===== config.mk =====
export PLATFORM = sky130hd
export DESIGN_NAME = pong_engine
export DESIGN_NICKNAME = d
export VERILOG_FILES = /design/src/rtl/pong_engine.sv
export SDC_FILE = /design/constraint.sdc
export NUM_CORES = 1
export LEC_CHECK = 0
export CELL_PAD_IN_SITES_DETAIL_PLACEMENT = 1
export CELL_PAD_IN_SITES_GLOBAL_PLACEMENT = 1
export CORE_UTILIZATION = 45
export DETAILED_ROUTE_END_ITERATION = 8
export PLACE_DENSITY_LB_ADDON = 0.1
export SLEW_MARGIN = 20
export SYNTH_ARGS = -nofsm -noshare
export SYNTH_HDL_FRONTEND = slang
export SYNTH_SLANG_ARGS = --single-unit

===== constraint.sdc =====
create_clock -name CLK -period 11.3 [get_ports CLK]
set_clock_uncertainty 0.2 [all_clocks]
set_input_delay 1.13 -clock CLK [delete_from_list [all_inputs] [get_ports CLK]]
set_output_delay 1.13 -clock CLK [all_outputs]
set_load 0.005 [all_outputs]

===== src/rtl/pong_engine.sv =====
// pong_engine: two-player paddle-and-ball game engine for the LED-matrix board.
// It owns the paddle positions, the ball position and direction, wall and
// paddle reflection, scoring, and the serve / point / game-over sequence.
//
// Ports:
//   CLK          system clock
//   RST          asynchronous active-high reset
//   PUSH[3:0]    buttons: [1] P1 left, [0] P1 right, [3] P2 left, [2] P2 right
//   SERVE        serve / restart request (level; acts on its rising edge)
//   PAD1_X       leftmost column of paddle 1 (bottom)
//   PAD2_X       leftmost column of paddle 2 (top)
//   BALL_X/Y     ball column / row (row 0 is the top)
//   SCORE1/2     player scores
//   STATE        0 IDLE, 1 PLAY, 2 POINT, 3 OVER
//   POINT_PULSE  one-cycle strobe when a point is awarded
//
// Optional feature macro: PONG_SPEEDUP_EN. When defined, every paddle hit
// shortens the ball period by BALL_DIV/8, down to BALL_DIV/2. The period goes
// back to BALL_DIV when a point is scored.
module pong_engine #(
  parameter int FIELD_W   = 16,
  parameter int FIELD_H   = 32,
  parameter int PAD_LEN   = 3,
  parameter int PAD1_Y    = 28,
  parameter int PAD2_Y    = 3,
  parameter int PAD_DIV   = 2000,
  parameter int BALL_DIV  = 4000000,
  parameter int WIN_SCORE = 9
) (
  input  logic                       CLK,
  input  logic                       RST,
  input  logic [3:0]                 PUSH,
  input  logic                       SERVE,
  output logic [$clog2(FIELD_W)-1:0] PAD1_X,
  output logic [$clog2(FIELD_W)-1:0] PAD2_X,
  output logic [$clog2(FIELD_W)-1:0] BALL_X,
  output logic [$clog2(FIELD_H)-1:0] BALL_Y,
  output logic [3:0]                 SCORE1,
  output logic [3:0]                 SCORE2,
  output logic [1:0]                 STATE,
  output logic                       POINT_PULSE
);

  localparam int XW  = $clog2(FIELD_W);
  localparam int YW  = $clog2(FIELD_H);
  localparam int PCW = (PAD_DIV > 1) ? $clog2(PAD_DIV) : 1;
  localparam int BCW = $clog2(BALL_DIV + 1);

  localparam logic [XW-1:0] PAD_MAX  = XW'(FIELD_W - PAD_LEN);
  localparam logic [XW-1:0] PAD_SPAN = XW'(PAD_LEN - 1);
  localparam logic [XW-1:0] HALF     = XW'(PAD_LEN / 2);
  localparam logic [XW-1:0] X_MAX    = XW'(FIELD_W - 1);
  localparam logic [YW-1:0] Y_MAX    = YW'(FIELD_H - 1);
  localparam logic [YW-1:0] HIT1_Y   = YW'(PAD1_Y - 1);
  localparam logic [YW-1:0] HIT2_Y   = YW'(PAD2_Y + 1);

  typedef enum logic [1:0] {
    IDLE  = 2'd0,
    PLAY  = 2'd1,
    POINT = 2'd2,
    OVER  = 2'd3
  } state_t;

  state_t          state_q, state_d;
  logic [PCW-1:0]  padCnt_q, padCnt_d;
  logic [BCW-1:0]  ballCnt_q, ballCnt_d;
  logic [3:0]      btnS1_q, btnS1_d, btnS2_q, btnS2_d;
  logic            srvS1_q, srvS2_q, srvPrev_q;
  logic [XW-1:0]   pad1_q, pad1_d, pad2_q, pad2_d;
  logic [XW-1:0]   ballX_q, ballX_d;
  logic [YW-1:0]   ballY_q, ballY_d;
  logic            down_q, down_d;
  logic            dxOn_q, dxOn_d, dxLeft_q, dxLeft_d;
  logic            server_q, server_d;
  logic            scorer_q, scorer_d;
  logic [3:0]      score1_q, score1_d, score2_q, score2_d;
  logic            pulse_q, pulse_d;

  logic            padTick, ballTick, serveEdge;
  logic [3:0]      btnEdge;
  logic            hit1, hit2;
  logic [XW-1:0]   hitPad;

`ifdef PONG_SPEEDUP_EN
  localparam int STEP = BALL_DIV / 8;
  localparam int MINP = BALL_DIV / 2;
  // ballPer_q is the period in force; perPend_q is picked up at the next wrap.
  logic [BCW-1:0]  ballPer_q, ballPer_d, perPend_q, perPend_d;
  assign ballTick = (ballCnt_q == ballPer_q - BCW'(1));
`else
  assign ballTick = (ballCnt_q == BCW'(BALL_DIV - 1));
`endif

  assign padTick   = (padCnt_q == PCW'(PAD_DIV - 1));
  assign btnEdge   = btnS1_q & ~btnS2_q;
  assign serveEdge = srvS2_q & ~srvPrev_q;

  // Hit tests use the registered paddle, i.e. the value before any paddle
  // move that lands on the same clock.
  assign hit1 = down_q && (ballY_q == HIT1_Y) &&
                (ballX_q >= pad1_q) && (ballX_q <= pad1_q + PAD_SPAN);
  assign hit2 = !down_q && (ballY_q == HIT2_Y) &&
                (ballX_q >= pad2_q) && (ballX_q <= pad2_q + PAD_SPAN);
  assign hitPad = hit1 ? pad1_q : pad2_q;

  // Dividers, button samplers and paddles run in every state.
  always_comb begin
    padCnt_d  = padTick ? '0 : padCnt_q + PCW'(1);
    ballCnt_d = ballTick ? '0 : ballCnt_q + BCW'(1);
    btnS1_d   = padTick ? PUSH : btnS1_q;
    btnS2_d   = padTick ? btnS1_q : btnS2_q;
    pad1_d    = pad1_q;
    pad2_d    = pad2_q;
    if (padTick) begin
      if (btnEdge[1]) begin
        if (pad1_q != '0) pad1_d = pad1_q - XW'(1);
      end else if (btnEdge[0]) begin
        if (pad1_q != PAD_MAX) pad1_d = pad1_q + XW'(1);
      end
      if (btnEdge[3]) begin
        if (pad2_q != '0) pad2_d = pad2_q - XW'(1);
      end else if (btnEdge[2]) begin
        if (pad2_q != PAD_MAX) pad2_d = pad2_q + XW'(1);
      end
    end
  end

  // Game FSM: ball motion, scoring and the serve / point / over sequence.
  always_comb begin
    state_d  = state_q;
    ballX_d  = ballX_q;
    ballY_d  = ballY_q;
    down_d   = down_q;
    dxOn_d   = dxOn_q;
    dxLeft_d = dxLeft_q;
    server_d = server_q;
    scorer_d = scorer_q;
    score1_d = score1_q;
    score2_d = score2_q;
    pulse_d  = 1'b0;
`ifdef PONG_SPEEDUP_EN
    perPend_d = perPend_q;
    ballPer_d = ballTick ? perPend_q : ballPer_q;
`endif
    case (state_q)
      IDLE: begin
        // Ball sits on the server's paddle until the serve.
        ballY_d = server_q ? HIT2_Y : HIT1_Y;
        ballX_d = (server_q ? pad2_q : pad1_q) + HALF;
        if (serveEdge) begin
          state_d = PLAY;
          dxOn_d  = 1'b0;
          down_d  = server_q;
        end
      end
      PLAY: begin
        if (ballTick) begin
          if (hit1 || hit2) begin
            down_d = !down_q;
            if (ballX_q == hitPad) begin
              dxOn_d   = 1'b1;
              dxLeft_d = 1'b1;
            end else if (ballX_q == hitPad + PAD_SPAN) begin
              dxOn_d   = 1'b1;
              dxLeft_d = 1'b0;
            end
`ifdef PONG_SPEEDUP_EN
            perPend_d = (perPend_q >= BCW'(MINP + STEP)) ?
                        perPend_q - BCW'(STEP) : BCW'(MINP);
`endif
          end else if (down_q && (ballY_q == Y_MAX)) begin
            if (score2_q != 4'd15) score2_d = score2_q + 4'd1;
            scorer_d = 1'b1;
            pulse_d  = 1'b1;
            state_d  = POINT;
`ifdef PONG_SPEEDUP_EN
            perPend_d = BCW'(BALL_DIV);
`endif
          end else if (!down_q && (ballY_q == '0)) begin
            if (score1_q != 4'd15) score1_d = score1_q + 4'd1;
            scorer_d = 1'b0;
            pulse_d  = 1'b1;
            state_d  = POINT;
`ifdef PONG_SPEEDUP_EN
            perPend_d = BCW'(BALL_DIV);
`endif
          end else begin
            ballY_d = down_q ? ballY_q + YW'(1) : ballY_q - YW'(1);
            // A ball against a side wall flips its dx before stepping.
            if (dxOn_q) begin
              if (dxLeft_q) begin
                if (ballX_q == '0) begin
                  dxLeft_d = 1'b0;
                  ballX_d  = ballX_q + XW'(1);
                end else begin
                  ballX_d  = ballX_q - XW'(1);
                end
              end else begin
                if (ballX_q == X_MAX) begin
                  dxLeft_d = 1'b1;
                  ballX_d  = ballX_q - XW'(1);
                end else begin
                  ballX_d  = ballX_q + XW'(1);
                end
              end
            end
          end
        end
      end
      POINT: begin
        if (ballTick) begin
          if ((scorer_q ? score2_q : score1_q) == 4'(WIN_SCORE)) begin
            state_d = OVER;
          end else begin
            state_d  = IDLE;
            server_d = ~scorer_q;
          end
        end
      end
      OVER: begin
        if (serveEdge) begin
          score1_d = '0;
          score2_d = '0;
          server_d = 1'b0;
          state_d  = IDLE;
        end
      end
      default: state_d = IDLE;
    endcase
  end

  // State register for everything above.
  always_ff @(posedge CLK or posedge RST) begin
    if (RST) begin
      state_q   <= IDLE;
      padCnt_q  <= '0;
      ballCnt_q <= '0;
      btnS1_q   <= '0;
      btnS2_q   <= '0;
      srvS1_q   <= 1'b0;
      srvS2_q   <= 1'b0;
      srvPrev_q <= 1'b0;
      pad1_q    <= '0;
      pad2_q    <= PAD_MAX;
      ballX_q   <= HALF;
      ballY_q   <= HIT1_Y;
      down_q    <= 1'b0;
      dxOn_q    <= 1'b0;
      dxLeft_q  <= 1'b0;
      server_q  <= 1'b0;
      scorer_q  <= 1'b0;
      score1_q  <= '0;
      score2_q  <= '0;
      pulse_q   <= 1'b0;
`ifdef PONG_SPEEDUP_EN
      ballPer_q <= BCW'(BALL_DIV);
      perPend_q <= BCW'(BALL_DIV);
`endif
    end else begin
      state_q   <= state_d;
      padCnt_q  <= padCnt_d;
      ballCnt_q <= ballCnt_d;
      btnS1_q   <= btnS1_d;
      btnS2_q   <= btnS2_d;
      srvS1_q   <= SERVE;
      srvS2_q   <= srvS1_q;
      srvPrev_q <= srvS2_q;
      pad1_q    <= pad1_d;
      pad2_q    <= pad2_d;
      ballX_q   <= ballX_d;
      ballY_q   <= ballY_d;
      down_q    <= down_d;
      dxOn_q    <= dxOn_d;
      dxLeft_q  <= dxLeft_d;
      server_q  <= server_d;
      scorer_q  <= scorer_d;
      score1_q  <= score1_d;
      score2_q  <= score2_d;
      pulse_q   <= pulse_d;
`ifdef PONG_SPEEDUP_EN
      ballPer_q <= ballPer_d;
      perPend_q <= perPend_d;
`endif
    end
  end

  assign PAD1_X      = pad1_q;
  assign PAD2_X      = pad2_q;
  assign BALL_X      = ballX_q;
  assign BALL_Y      = ballY_q;
  assign SCORE1      = score1_q;
  assign SCORE2      = score2_q;
  assign STATE       = state_q;
  assign POINT_PULSE = pulse_q;

endmodule


Yosys cells after proc, flatten, opt, wreduce, memory -nomap -nowiden
Index checks and enable logic that the tools add are counted.

Register bits: 77. Memories kept: 0. Output and inout port bits: 28. Bits in latches: 0. Input port bits: 7. Word-level logic and storage cells: 198. ROM bits: 0. RAM bits: 0.

Bitwise gates (word level): 6. Equal/unequal tests: 37. Magnitude comparators: 4. Add/subtract/negate cells: 16. Shift operators: 0. Reductions and logical operators: 36. $mul: 0. Multiplexer cells: 79. Divide/modulo/power cells: 0.

Operators with widths (number): 4-bit two-way mux (29); 2-bit != test, second input constant (16); 5-bit two-way mux (6); 1-bit two-way mux (26); 4-bit by 1-bit adder with 4-bit output, second input constant (6); 4-bit one-hot mux with 2 select lines (3); 6-bit AND reduction (4); 22-bit by 1-bit adder with 22-bit output, second input constant (1); 22-bit == test, second input constant (1); 22-bit two-way mux (1); 4-bit AND reduction (5); 2-bit nonzero test (9); 2-bit two-way mux (8); 4-bit != test, second input constant (4); 4-bit by 2-bit adder with 4-bit output, second input constant (3); 4-bit by 1-bit subtractor with 4-bit output, second input constant (3); 11-bit by 1-bit adder with 11-bit output, second input constant (1); 11-bit == test, second input constant (1); 11-bit two-way mux (1); 5-bit == test, second input constant (2); 5-bit one-hot mux with 2 select lines (1); 5-bit AND reduction (2); 4-bit == test (2); 4-bit == test, second input constant (2); other kinds (24) (41).

Depth between registers and ports, before layout
Word-level depth: 12. Depth in mapped cells: 16. Mapped depth without buffers: 15.

Least setup slack after synthesis
Ideal clock, no wire load.

Path type: reg-to-reg. Start: reg pad1_q[1], in the netlist PAD1_X[1]. End: reg dxLeft_q. Required time: 11031 ps. Cell stages (with the launch flop): 17. Arrival: 3490 ps. Setup slack: 7541 ps. Buffers on the path: 1. Period minus slack after synthesis: 3759 ps. Library setup time: 69 ps. Path through: dfrtp_1 > ha_1 > xnor2_1 > ha_1 > and2_4 > and3b_2 > o2111ai_4 > mux2i_2 > inv_1 > ha_1 > buf_1 > xnor2_1 > or3_1 > o211ai_1 > nor4_2 > or3b_1 > nand3_1.

Word-level cells in the longest chain between the ends: 8. Elaborated cells between the ends (all ways): 17. Those cells by class: 2 x add/sub; 2 x order compare; 5 x eq/ne; 3 x mux; 5 x reduce/logical.

RTL lines: start: declaration (RTL line 69) `logic [XW-1:0] pad1_q, pad1_d, pad2_q, pad2_d;`; start signal: assignment (RTL line 268) `pad1_q <= pad1_d;`; 4-bit by 2-bit adder with 4-bit output / 4-bit >= comparator (equally long branches) (RTL line 101) `(ballX_q >= pad1_q) && (ballX_q <= pad1_q + PAD_SPAN);`; 4-bit less-or-equal comparator / 1-bit logical AND (equally long branches) (RTL line 101, 100); 1-bit logical AND (RTL line 101); 4-bit two-way mux (RTL line 104) `assign hitPad = hit1 ? pad1_q : pad2_q;`; 4-bit by 2-bit adder with 4-bit output (RTL line 163) `end else if (ballX_q == hitPad + PAD_SPAN) begin`; 4-bit == test (RTL line 163); 3-bit by 1-bit != test with 1-bit output (no line); 6-bit AND reduction (no line); end signal: assignment (RTL line 274) `dxLeft_q <= dxLeft_d;`; end: declaration (RTL line 73) `logic dxOn_q, dxOn_d, dxLeft_q, dxLeft_d;`.

Several ways; a longest one is shown, not always the timed one. A chain may end at the register's enable or synchronous reset.

Worst setup path after layout
Ends and elaborated chain as after synthesis.

==> metrics.md <==
| Metric | Value |
|---|---|
| Max Root-Sink Buffers | 2 |
| ANT nets after route | 0 |
| Die Span Y | 105 µm |
| Vias in the first global route | 4133 |
| Post-Syn Area | 0.00473 mm² |
| Final Hold Violating Endpoints | 0 |
| Via density | 5.60 |
| CP peak stage delay | 490 ps |
| Area contributors post-synth | dfrtp_1 (36%), ha_1 (8.2%), xnor2_1 (5.7%) |
| Critical Path Start Type | register |
| Largest family of logic cells by synthesized area | simple AND/OR/NAND/NOR gates |
| CTS buffer count | 9 |
| HP Class | reg -> reg |
| Layout cells sized above 1 | 9.09% |
| Initial antenna violation count | 0 |
| Reg-to-reg slack, setup | 7300 ps |
| Routed Wire Length | 11.3 mm |
| Detailed Route Iter0 Violations | 115 |
| Die width | 105 µm |
| Crit share post-route | 35.4% |
| CP cell instances | ha_1 -> xnor2_1 -> ha_1 -> and2_4 -> and3b_2 -> o2111ai_4 -> mux2i_2 -> inv_1 -> ha_1 -> xnor2_1 -> or3_1 -> o211ai_1 -> nor4_2 -> or3b_1 -> nand3_1 |
| Critical Path RT | 11410 ps |
| FF-to-FF End | dxLeft_q |
| Initial core utilization | 46.1% |
| RR Startpoint | PAD1_X[1] |
| Post-layout total power | 0.774 mW |
| Xor-xnor portion of the synthesized cell area | 9.25% |
| ANT cells | 0 |
| RSZ-0062 raised after global routing | no |
| Largest net degree at the start of global routing | 78 |
| Fill cell count | 1173 |
| Max-Cap Viols | 0 |
| Peak Freq | 250 MHz |
| PostCTS Resize Cnt | 0 |
| WS Path Type | reg -> reg |
| Slew headroom | 31.5% |
| Hold depth | 0 |
| Simple-gate portion of the synthesized area | 19.3% |
| Clk Latency, worst-skew pair | 370 ps |
| Peak VDD IR | 0.0000815 V |
| First-pass GRT wire length | 20.3 mm |
| Synth Warn # | 0 |
| Max Slew Vio Count | 0 |
| IO Port Bufs | 34 |
| Cells after Synth | 491 |
| Worst-path clk slew | 80 ps |
| CP most frequent cell | ha_1 |
| DR vias | 3720 |
| EDFF count, synth | 0 |
| Yosys cell types | 66 |
| Sequential area share after synthesis | 40.9% |
| Post-Synth Adder-Cell Area | 9.46% |
| Root buf cell | clkbuf_8 |
| Hold path endpoint | srvS2_q |
| Hold_buf cts | 0 |
| Area delta synth->final | 15.2% |
| Pwr Density | 142 mW/mm² |
| Synth area leader | dfrtp_1 |
| IO Pins | 35 |
| Drt first pass iters | 4 |
| Core area | 0.0103 mm² |
| Commonest non-fill, non-tap cells in the layout | dfrtp_1 (69), nor2_1 (50), nand2_1 (39) |
| CTS Sinks | 77 |
| Die area | 0.0109 mm² |
| # DRC | 0 |
| Drt wl/cell | 16.9 µm |
| GRT overflow | 0 |
| Routability Congestion | 0.807 |
| CTS H-tree lvls | 3 |
| Gr usage total | 23.3% |
| Crit-path slowest cell | dfrtp_1 |
| Total setup buffers inserted after CTS | 0 |
| Min Tclk post-route | 4000 ps |
| Compound-Gate Fraction of Synth Area | 13.3% |
| Yosys top cell area share | 36.5% |
| R2R cell count | 15 |
| Post-synth ARST share | 100% |
| Worst Path Arrival | 4110 ps |
| Commonest non-fill, non-tap cell in the layout | dfrtp_1 |
| Setup-failing EPs final | 0 |
| Setup TNS | 0 ps |
| Pleak | 2.35 nW |
| HPWL after DPL | 7.93 mm |
| Fin util | 53.1% |
| Max FO, Critical Path | 9 |
| Status | finished, final reports clean |
| Synth Net Count | 532 |
| Top_reg_cell synth | dfrtp_1 |
| Actual slew at the worst max-slew pin | 1030 ps |
| Core Rows | 37 |
| CTS tree | yes |
| Post-synthesis mux area share | 4.55% |
| Hold Crit Start | srvS1_q |
| Syn avg cell area | 9.64 µm² |
| Layout net count | 564 |
| #FFs+latches synth | 77 |
| CP endpoint kind | register |
## per-stage QoR
step	hold slack [ps]	setup WS (ps)	instances	area [µm²]
after floorplan	131	7540	491	4730
after global placement	153	7430	648	5200
after detailed placement	148	7320	648	5200
after CTS	168	7300	664	5450
after global routing	171	7090	664	5450
final	168	7300	664	5450
## state kept, by name, indices dropped and copies added (netlist names), 2 cells and up
register,flops
SCORE1,4
STATE,2
BALL_X,4
btnS2_q,4
ballCnt_q,22
PAD2_X,4
btnS1_q,4
padCnt_q,11
BALL_Y,5
PAD1_X,4
SCORE2,4
## final cells by class
cell class	count	area [µm²]	share of cell area [%]
clock inverters	5	106	1.95
flip-flops and latches	77	1940	35.5
repair buffers	37	367	6.72
well taps	136	170	3.12
clock buffers	11	141	2.59
multi-input cells	374	2640	48.4
inverters	24	90.1	1.65
## worst max-delay path by stage
| stage | from | endpoint | slack (ps) | cells past startpoint |
|---|---|---|---|---|
| after floorplan | PAD1_X[1] | dxLeft_q | 7540 | 16 |
| after global placement | PAD1_X[1] | dxLeft_q | 7430 | 15 |
| after detailed placement | PAD1_X[1] | dxLeft_q | 7320 | 15 |
| after CTS | PAD1_X[1] | dxLeft_q | 7300 | 15 |
| after global routing | PAD1_X[1] | dxLeft_q | 7090 | 15 |
| final | PAD1_X[1] | dxLeft_q | 7300 | 15 |
## synth_stat cells (all sizes together) (3+ instances only)
cell type,count
nor4b,4
nor3,3
mux2i,11
o211ai,3
xor2,19
a21oi,23
nand3,25
and2,4
a21o,8
o21ai,31
and3,6
xnor2,31
buf,6
mux2,9
nand2b,8
ha,31
dfstp,8
nand4,11
dfrtp,69
nor2,50
fa,3
or3,5
nor2b,7
inv,24
nand2,39
clkbuf,10
## routing by layer
layer	routed length (µm)	GRT usage, %	part of all wire [%]	up-vias
met5	0	0	0	-
met4	214	9.08	1.9	0
met3	191	3.87	1.7	18
met2	5570	38.9	49	34
met1	5280	30.1	47	1880
li1	-	-	-	1788
## report_power, final
group,internal [mW],switching [mW]
Clock,0.154,0.109
Sequential,0.295,0.0372
Combinational,0.0942,0.0855
Total,0.543,0.232
## cells by family after synthesis
logic type / after synthesis
AOI/OAI and AO/OA: 92
xor gates and xnor gates: 50
adders and majority gates: 34
buffers and inverters: 40
DFF: 77
muxes: 20
and+or+nand+nor: 178
## critical path, delay by kind of cell (launching register included)
kind / cells / cell delay, ps
simple gates: 6 / 1270
fa+ha+maj: 3 / 890
buf+inv: 1 / 70
flops: 1 / 490
xor+xnor: 2 / 270
compound gates: 2 / 440
mux: 1 / 310
Power figures use the tool's default switching activity.
